==> config.mk <==
export PLATFORM = sky130hd
export DESIGN_NAME = reg_seq_ctrl
export DESIGN_NICKNAME = d
export VERILOG_FILES = /design/src/rtl/reg_seq_ctrl.sv
export SDC_FILE = /design/constraint.sdc
export NUM_CORES = 1
export LEC_CHECK = 0
export ABC_CLOCK_PERIOD_IN_PS = 6100
export CORE_ASPECT_RATIO = 1.4
export CORE_MARGIN = 2
export CORE_UTILIZATION = 45
export CTS_CLUSTER_DIAMETER = 120
export DETAILED_ROUTE_END_ITERATION = 6
export PLACE_DENSITY = 0.84
export SLEW_MARGIN = 40
export SYNTH_ARGS = -nofsm -noshare
export SYNTH_HDL_FRONTEND = slang
export SYNTH_SLANG_ARGS = --single-unit
==> constraint.sdc <==
create_clock -name CLK -period 6.1 [get_ports CLK]
set_clock_uncertainty 0.15 [all_clocks]
set_input_delay 1.22 -clock CLK [delete_from_list [all_inputs] [get_ports CLK]]
set_output_delay 1.22 -clock CLK [all_outputs]
set_load 0.01 [all_outputs]
==> src/rtl/reg_seq_ctrl.sv <==
// Multicycle sequencer in front of the 4x8 register file: fetch, decode, ADD/SUB/LDI, write-back.
// Optional build macro SAT_EN: ADD saturates at all-ones and SUB saturates at zero.
module reg_seq_ctrl #(
    parameter int unsigned PC_W   = 4,
    parameter int unsigned DATA_W = 8
) (
    input  logic              CLK,
    input  logic              RST,
    input  logic              START,
    input  logic [DATA_W-1:0] INSTR,
    output logic [PC_W-1:0]   PC,
    input  logic [DATA_W-1:0] RD1,
    input  logic [DATA_W-1:0] RD2,
    output logic [1:0]        RA1,
    output logic [1:0]        RA2,
    output logic [1:0]        RA3,
    output logic [DATA_W-1:0] WD3,
    output logic              WE3,
    output logic              BUSY,
    output logic              HALTED,
    output logic              ZERO
);

    localparam logic [1:0] OP_LDI  = 2'b10;
    localparam logic [1:0] OP_HALT = 2'b11;

    typedef enum logic [2:0] {
        S_IDLE,
        S_FETCH,
        S_DECODE,
        S_EXEC,
        S_IMM,
        S_WB,
        S_HALT
    } state_t;

    state_t            state;
    state_t            state_nxt;
    logic [PC_W-1:0]   pc_q;
    logic [PC_W-1:0]   pc_nxt;
    logic [DATA_W-1:0] ir_q;
    logic [DATA_W-1:0] ir_nxt;
    logic [DATA_W-1:0] result_q;
    logic [DATA_W-1:0] result_nxt;
    logic              zero_q;
    logic              zero_nxt;
    logic              we3_q;
    logic              busy_q;
    logic              halted_q;

    logic [DATA_W-1:0] add_res;
    logic [DATA_W-1:0] sub_res;

`ifdef SAT_EN
    // Carry/borrow out of the extended result selects the clamp value.
    logic [DATA_W:0] add_ext;
    logic [DATA_W:0] sub_ext;

    always_comb begin
        add_ext = {1'b0, RD1} + {1'b0, RD2};
        sub_ext = {1'b0, RD1} - {1'b0, RD2};
        add_res = add_ext[DATA_W] ? {DATA_W{1'b1}} : add_ext[DATA_W-1:0];
        sub_res = sub_ext[DATA_W] ? {DATA_W{1'b0}} : sub_ext[DATA_W-1:0];
    end
`else
    assign add_res = RD1 + RD2;
    assign sub_res = RD1 - RD2;
`endif

    // Next-state and datapath update decisions.
    always_comb begin
        state_nxt  = state;
        pc_nxt     = pc_q;
        ir_nxt     = ir_q;
        result_nxt = result_q;
        zero_nxt   = zero_q;
        case (state)
            S_IDLE: begin
                if (START) begin
                    state_nxt = S_FETCH;
                    pc_nxt    = '0;
                end
            end
            S_FETCH: begin
                ir_nxt    = INSTR;
                pc_nxt    = pc_q + PC_W'(1);
                state_nxt = S_DECODE;
            end
            S_DECODE: begin
                if (ir_q[7:6] == OP_HALT) begin
                    state_nxt = S_HALT;
                end else if (ir_q[7:6] == OP_LDI) begin
                    state_nxt = S_IMM;
                end else begin
                    state_nxt = S_EXEC;
                end
            end
            S_EXEC: begin
                result_nxt = ir_q[6] ? sub_res : add_res;
                zero_nxt   = (result_nxt == '0);
                state_nxt  = S_WB;
            end
            S_IMM: begin
                result_nxt = INSTR;
                pc_nxt     = pc_q + PC_W'(1);
                state_nxt  = S_WB;
            end
            S_WB: begin
                state_nxt = S_FETCH;
            end
            S_HALT: begin
                if (START) begin
                    state_nxt = S_FETCH;
                    pc_nxt    = '0;
                end
            end
            default: begin
                state_nxt = S_IDLE;
            end
        endcase
    end

    // State register; status strobes are flopped from the next state so they never glitch.
    always_ff @(posedge CLK or posedge RST) begin
        if (RST) begin
            state    <= S_IDLE;
            pc_q     <= '0;
            ir_q     <= '0;
            result_q <= '0;
            zero_q   <= 1'b0;
            we3_q    <= 1'b1;
            busy_q   <= 1'b0;
            halted_q <= 1'b0;
        end else begin
            state    <= state_nxt;
            pc_q     <= pc_nxt;
            ir_q     <= ir_nxt;
            result_q <= result_nxt;
            zero_q   <= zero_nxt;
            we3_q    <= (state_nxt != S_WB);
            busy_q   <= !(state_nxt inside {S_IDLE, S_HALT});
            halted_q <= (state_nxt == S_HALT);
        end
    end

    assign PC     = pc_q;
    assign RA1    = ir_q[3:2];
    assign RA2    = ir_q[1:0];
    assign RA3    = ir_q[5:4];
    assign WD3    = result_q;
    assign WE3    = we3_q;
    assign BUSY   = busy_q;
    assign HALTED = halted_q;
    assign ZERO   = zero_q;

endmodule

Word-level counts from Yosys, hierarchy flattened
Index checks and enable logic that the tools add are counted.
{"block": "op_classes", "addsub": 3, "n_eq_ne": 11, "n_reduce_logical": 11, "mux": 8}
{"op": "one-hot mux 8 bit (2 select lines)", "count": 1}
{"op": "one-hot mux 3 bit (5 select lines)", "count": 1}
{"op": "== test 3 bit (second input constant)", "count": 4}
{"op": "2-to-1 mux 3 bit", "count": 3}
{"op": "adder 8 bit", "count": 1}
{"op": "logical NOT 8 bit", "count": 1}
{"op": "2-to-1 mux 8 bit", "count": 1}
{"op": "one-hot mux 4 bit (2 select lines)", "count": 1}
{"op": "subtractor 8 bit", "count": 1}
{"op": "== test 3 x 2 -> 1 bit (second input constant)", "count": 2}
{"op": "logical NOT 3 bit", "count": 2}
{"op": "nonzero test 2 bit", "count": 3}
{"op": "OR reduction 2 bit", "count": 3}
{"op": "adder 4 x 1 -> 4 bit (second input constant)", "count": 1}
{"op": "== test 2 bit (second input constant)", "count": 2}
{"op": "2-to-1 mux 4 bit", "count": 1}
{"op": "== test 3 x 1 -> 1 bit (second input constant)", "count": 1}
{"op": "inequality test 3 bit (second input constant)", "count": 1}
{"op": "inequality test 2 x 1 -> 1 bit (second input constant)", "count": 1}
{"op": "AND reduction 2 bit", "count": 1}
{"op": "logical NOT 1 bit", "count": 1}
{"block": "word_totals", "in_bits": 27, "wordCells": 41, "output_inout_bits": 22, "reg_bits": 27}

Depth between registers and ports, before layout
{"block": "depth", "word_depth": 7, "mapped_depth": 11, "mapped_depth_nobuf": 11}

Worst setup path before layout
OpenSTA, ideal clock, no wires.
{"block": "synth_timing", "path_type": "input port to flip-flop", "startpoint": "input RD2[0]", "endpoint": "register zero_q, in the netlist ZERO", "setup_time_ns": 0.104, "cell_stages": 10, "path_buffers": 0, "required_ns": 5.846, "arrival_time_ns": 3.000, "slack_ns": 2.846, "path_cell_list": "inv_1 ha_1 mux2i_1 fa_1 a211oi_2 nor2_1 a21o_1 a21oi_2 xnor2_1 o41ai_2"}
{"block": "synth_between", "elab_chain_cells": 3, "elab_cells_between_ends": 4}
{"element": "start, declared", "line": "13", "rtl": "input logic [DATA_W-1:0] RD2,"}
{"element": "adder 8 bit / subtractor 8 bit (equally long branches)", "line": "66, 67"}
{"element": "2-to-1 mux 8 bit (*)", "line": "99", "rtl": "result_nxt = ir_q[6] ? sub_res : add_res;"}
{"element": "logical NOT 8 bit (*)", "line": "100", "rtl": "zero_nxt = (result_nxt == '0);"}
{"element": "end signal, assigned", "line": "139", "rtl": "zero_q <= zero_nxt;"}
{"element": "end, declared", "line": "45", "rtl": "logic zero_q;"}
Every way passes the cells marked *; elsewhere a longest branch is shown, timed or not.
A chain may end at the register's enable or synchronous reset.

Final worst setup path
Same ends and word-level chain as after synthesis.

==> qor.txt <==
status -> completed
Internal -> 0.000665 W
Critical-path top delay cell -> clkdlybuf4s50_1
worst reg-to-reg setup slack -> 3.56 ns
first-pass GRT wire length -> 6440 um
syn nets -> 215
Routed WL -> 3650 um
Vias per Instance -> 5.61
Port Buffers -> 48
Net Sw Frac -> 40.3%
sequential standard cell area -> 677 um^2
die height -> 77.4 um
Fillers -> 324
Layout Cells excl Fill -> 259
io pins -> 49
Tmin final -> 3.70 ns
Skew-Pair Late Insertion Delay -> 0.27 ns
Post-CTS Setup Repair Bufs -> 0
Pins Over Slew Limit -> 0
max_slew headroom -> 62.2%
share of layout cells above drive strength 1 -> 10.6%
largest family of logic cells by synthesized area -> compound AO/OA/AOI/OAI gates
most common cell after layout, fill and taps aside -> clkdlybuf4s50_1
Routed wire per std cell -> 14.1 um
die width -> 56.4 um
Worst-Margin Slew -> 0.566 ns
worst hold stages -> 2
num rows -> 26
post-synth cell types -> 44
Worst Hold Class -> flip-flop to flip-flop
Syn. warnings -> 0
nets@finish -> 255
Cell Chain, Critical Path -> clkdlybuf4s50_1 > inv_1 > ha_1 > mux2i_1 > ha_1 > nor2b_1 > o21ai_0 > o21ai_1 > a31oi_1 > xnor2_1 > o41ai_2
sequential power share -> 32.1%
R2R depth -> 8
Reg-to-Reg End -> ZERO$_DFFE_PP0N_
Largest stage delay, worst path -> 0.51 ns
H-tree depth -> 1
most frequent cells in the layout -> 48 x clkdlybuf4s50_1, 26 x dfrtp_1, 15 x nor2_1
Post-Synth Simple-Gate Area -> 12.5%
RSZ-0062 raised after global routing -> no
DRC -> 0
Gate Count Post-Synth -> 178
placed cells -> 255
Post-Synth XOR/XNOR Area -> 6.57%
cts hold-fix bufs -> 0
Compound-Gate Fraction of Synth Area -> 20.6%
combinational share of power -> 58.8%
cts repair resizes -> 0
Setup TNS -> 0 ns
TritonCTS clock tree -> done
prevailing post-synth register cell -> dfrtp_1
CTS clock-pin slew for the worst setup and hold paths -> 0.09 ns
Antenna Nets Post-Route -> 0
Initial Util -> 47.1%
deepest clock path buffer count -> 2
Tot GR Track Use -> 18.5%
via total after detailed routing -> 1453
Critical Path RT -> 6.13 ns
drt pass-1 iters -> 4
Num CTS Buffers -> 3
Seq/Total Area, Yosys -> 39.1%
mux cell area share after synthesis -> 6.43%
n_diodes -> 0
die area -> 4370 um^2
# Max-Cap Violations -> 0
power density cells -> 499 nW/um^2
hold slack -> 0.343 ns
area share of fa/ha/maj cells after synthesis -> 7.65%
largest net degree at the start of global routing -> 28
Iteration-0 DRC Markers -> 63
switching pwr -> 0.000449 W
Final setup viols -> 0
Synth area leaders -> dfrtp_1 38%, ha_1 6.5%, xnor2_1 5.6%
EDFF count, synth -> 0
Sink Count -> 27
critical path class -> primary input to flip-flop
Hold Crit Start -> WD3[1]$_DFFE_PP0P_
Syn-to-layout area delta -> 28.8%
Core ar. -> 3680 um^2
post-synth top area share -> 37.5%
period utilisation layout -> 60.6%
Multi-input gate area -> 932 um^2
vias in the first global route -> 1433
CP most frequent cell -> ha_1
asr flop ratio synth -> 100%
Yosys reg bits -> 27
CP arrival -> 3.73 ns
Hold EP -> WD3[1]$_DFFE_PP0P_
Syn Area/Cell -> 9.74 um^2
Pleak -> 0.963 nW
Placer Congestion -> 0.804
cell family with most CP delay -> compound AO/OA/AOI/OAI gates
worst-path maximum fanout -> 3
cell taking the most area after synthesis -> dfrtp_1
Worst Path Buf+Inv -> 2
clock share of power -> 9.0%
fin util -> 60.7%
Max Fclk -> 270 MHz
reg-to-reg startpoint -> ir_q[6]$_DFFE_PP0N_
Crit. End Element -> flip-flop
worst IR drop on VDD -> 282 uV
Post-Syn Area -> 1730 um^2
Setup crit start kind -> primary input
Clock Tree Root -> clkbuf_8
final hold viol count -> 0
DP Wirelength -> 2910 um
initial antenna violation count -> 0
GRT overflow -> 0
through the flow:
stage               total power, W  area [um^2]  setup WS, ns
floorplan                 0.000821         1730          2.85
global placement           0.00100         2190          2.19
detailed placement         0.00102         2190          2.06
CTS                        0.00112         2230          2.38
global route               0.00121         2230          2.17
finish                     0.00111         2230          2.40
power by group through the flow:
stage	clock network [W]	logic, W	registers (W)
2_1_floorplan	0	0.000487	0.000334
3_3_place_gp	0	0.000642	0.000358
3_5_place_dp	0	0.000661	0.000360
4_1_cts	0.000102	0.000661	0.000358
5_1_grt	0.000110	0.000722	0.000374
6_report	0.000101	0.000655	0.000358
worst max path at each step:
stage / slack, ns / start / cells after the start / to
after detailed placement: 2.06 / RD2[0] / 11 / ZERO$_DFFE_PP0N_
after floorplan: 2.85 / RD2[0] / 10 / ZERO$_DFFE_PP0N_
after global routing: 2.17 / RD2[0] / 11 / ZERO$_DFFE_PP0N_
final: 2.40 / RD2[0] / 11 / ZERO$_DFFE_PP0N_
after global placement: 2.19 / RD2[0] / 11 / ZERO$_DFFE_PP0N_
after CTS: 2.38 / RD2[0] / 11 / ZERO$_DFFE_PP0N_
cell families after synthesis:
| logic type | Yosys count |
|---|---|
| compound gates | 51 |
| simple gates | 43 |
| flops | 27 |
| fa+ha+maj | 10 |
| mux | 9 |
| xor+xnor | 13 |
| buf+inv | 25 |
synthesized netlist by cell type, drive strengths merged (2+ instances only):
library cell and n:
ha 9, a211oi 2, o21ai 10, dfrtp 26, nor3 3, nor2 17, inv 12, o311ai 2
a21o 5, a221o 2, clkbuf 3, buf 10, xor2 2, a31o 2, mux2 7, a31oi 8
nor2b 6, nand2 10, and2 2, o22ai 2, a22o 2, xnor2 11, nand2b 2, a22oi 5
a21oi 8
layer usage:
metal / GRT usage [%] / share of wire, %
met5: 0 / 0
met4: 5.71 / 1.3
met3: 3.17 / 5.4
met2: 33.7 / 55
met1: 21.5 / 38
flip-flops by register name, summed over array words and instances (netlist names):
register  cells
WD3           8
ZERO          1
BUSY          1
state         3
HALTED        1
WE3           1
PC            4
ir_q          8
worst register-to-register path, cell delays in order (launching register included):
cell	delay, ns
dfrtp_1	0.53
mux2i_1	0.35
ha_1	0.28
nor2b_1	0.12
o21ai_0	0.23
o21ai_1	0.16
a31oi_1	0.22
xnor2_1	0.12
o41ai_2	0.27
cell type report:
class / instances / share of cell area [%]
Sequential cell: 27 / 30.3
Multi-Input combinational cell: 126 / 41.8
Inverter: 12 / 2.02
Tap cell: 42 / 2.35
Clock buffer: 4 / 2.02
Timing Repair Buffer: 48 / 21.5
Power figures use the tool's default switching activity.
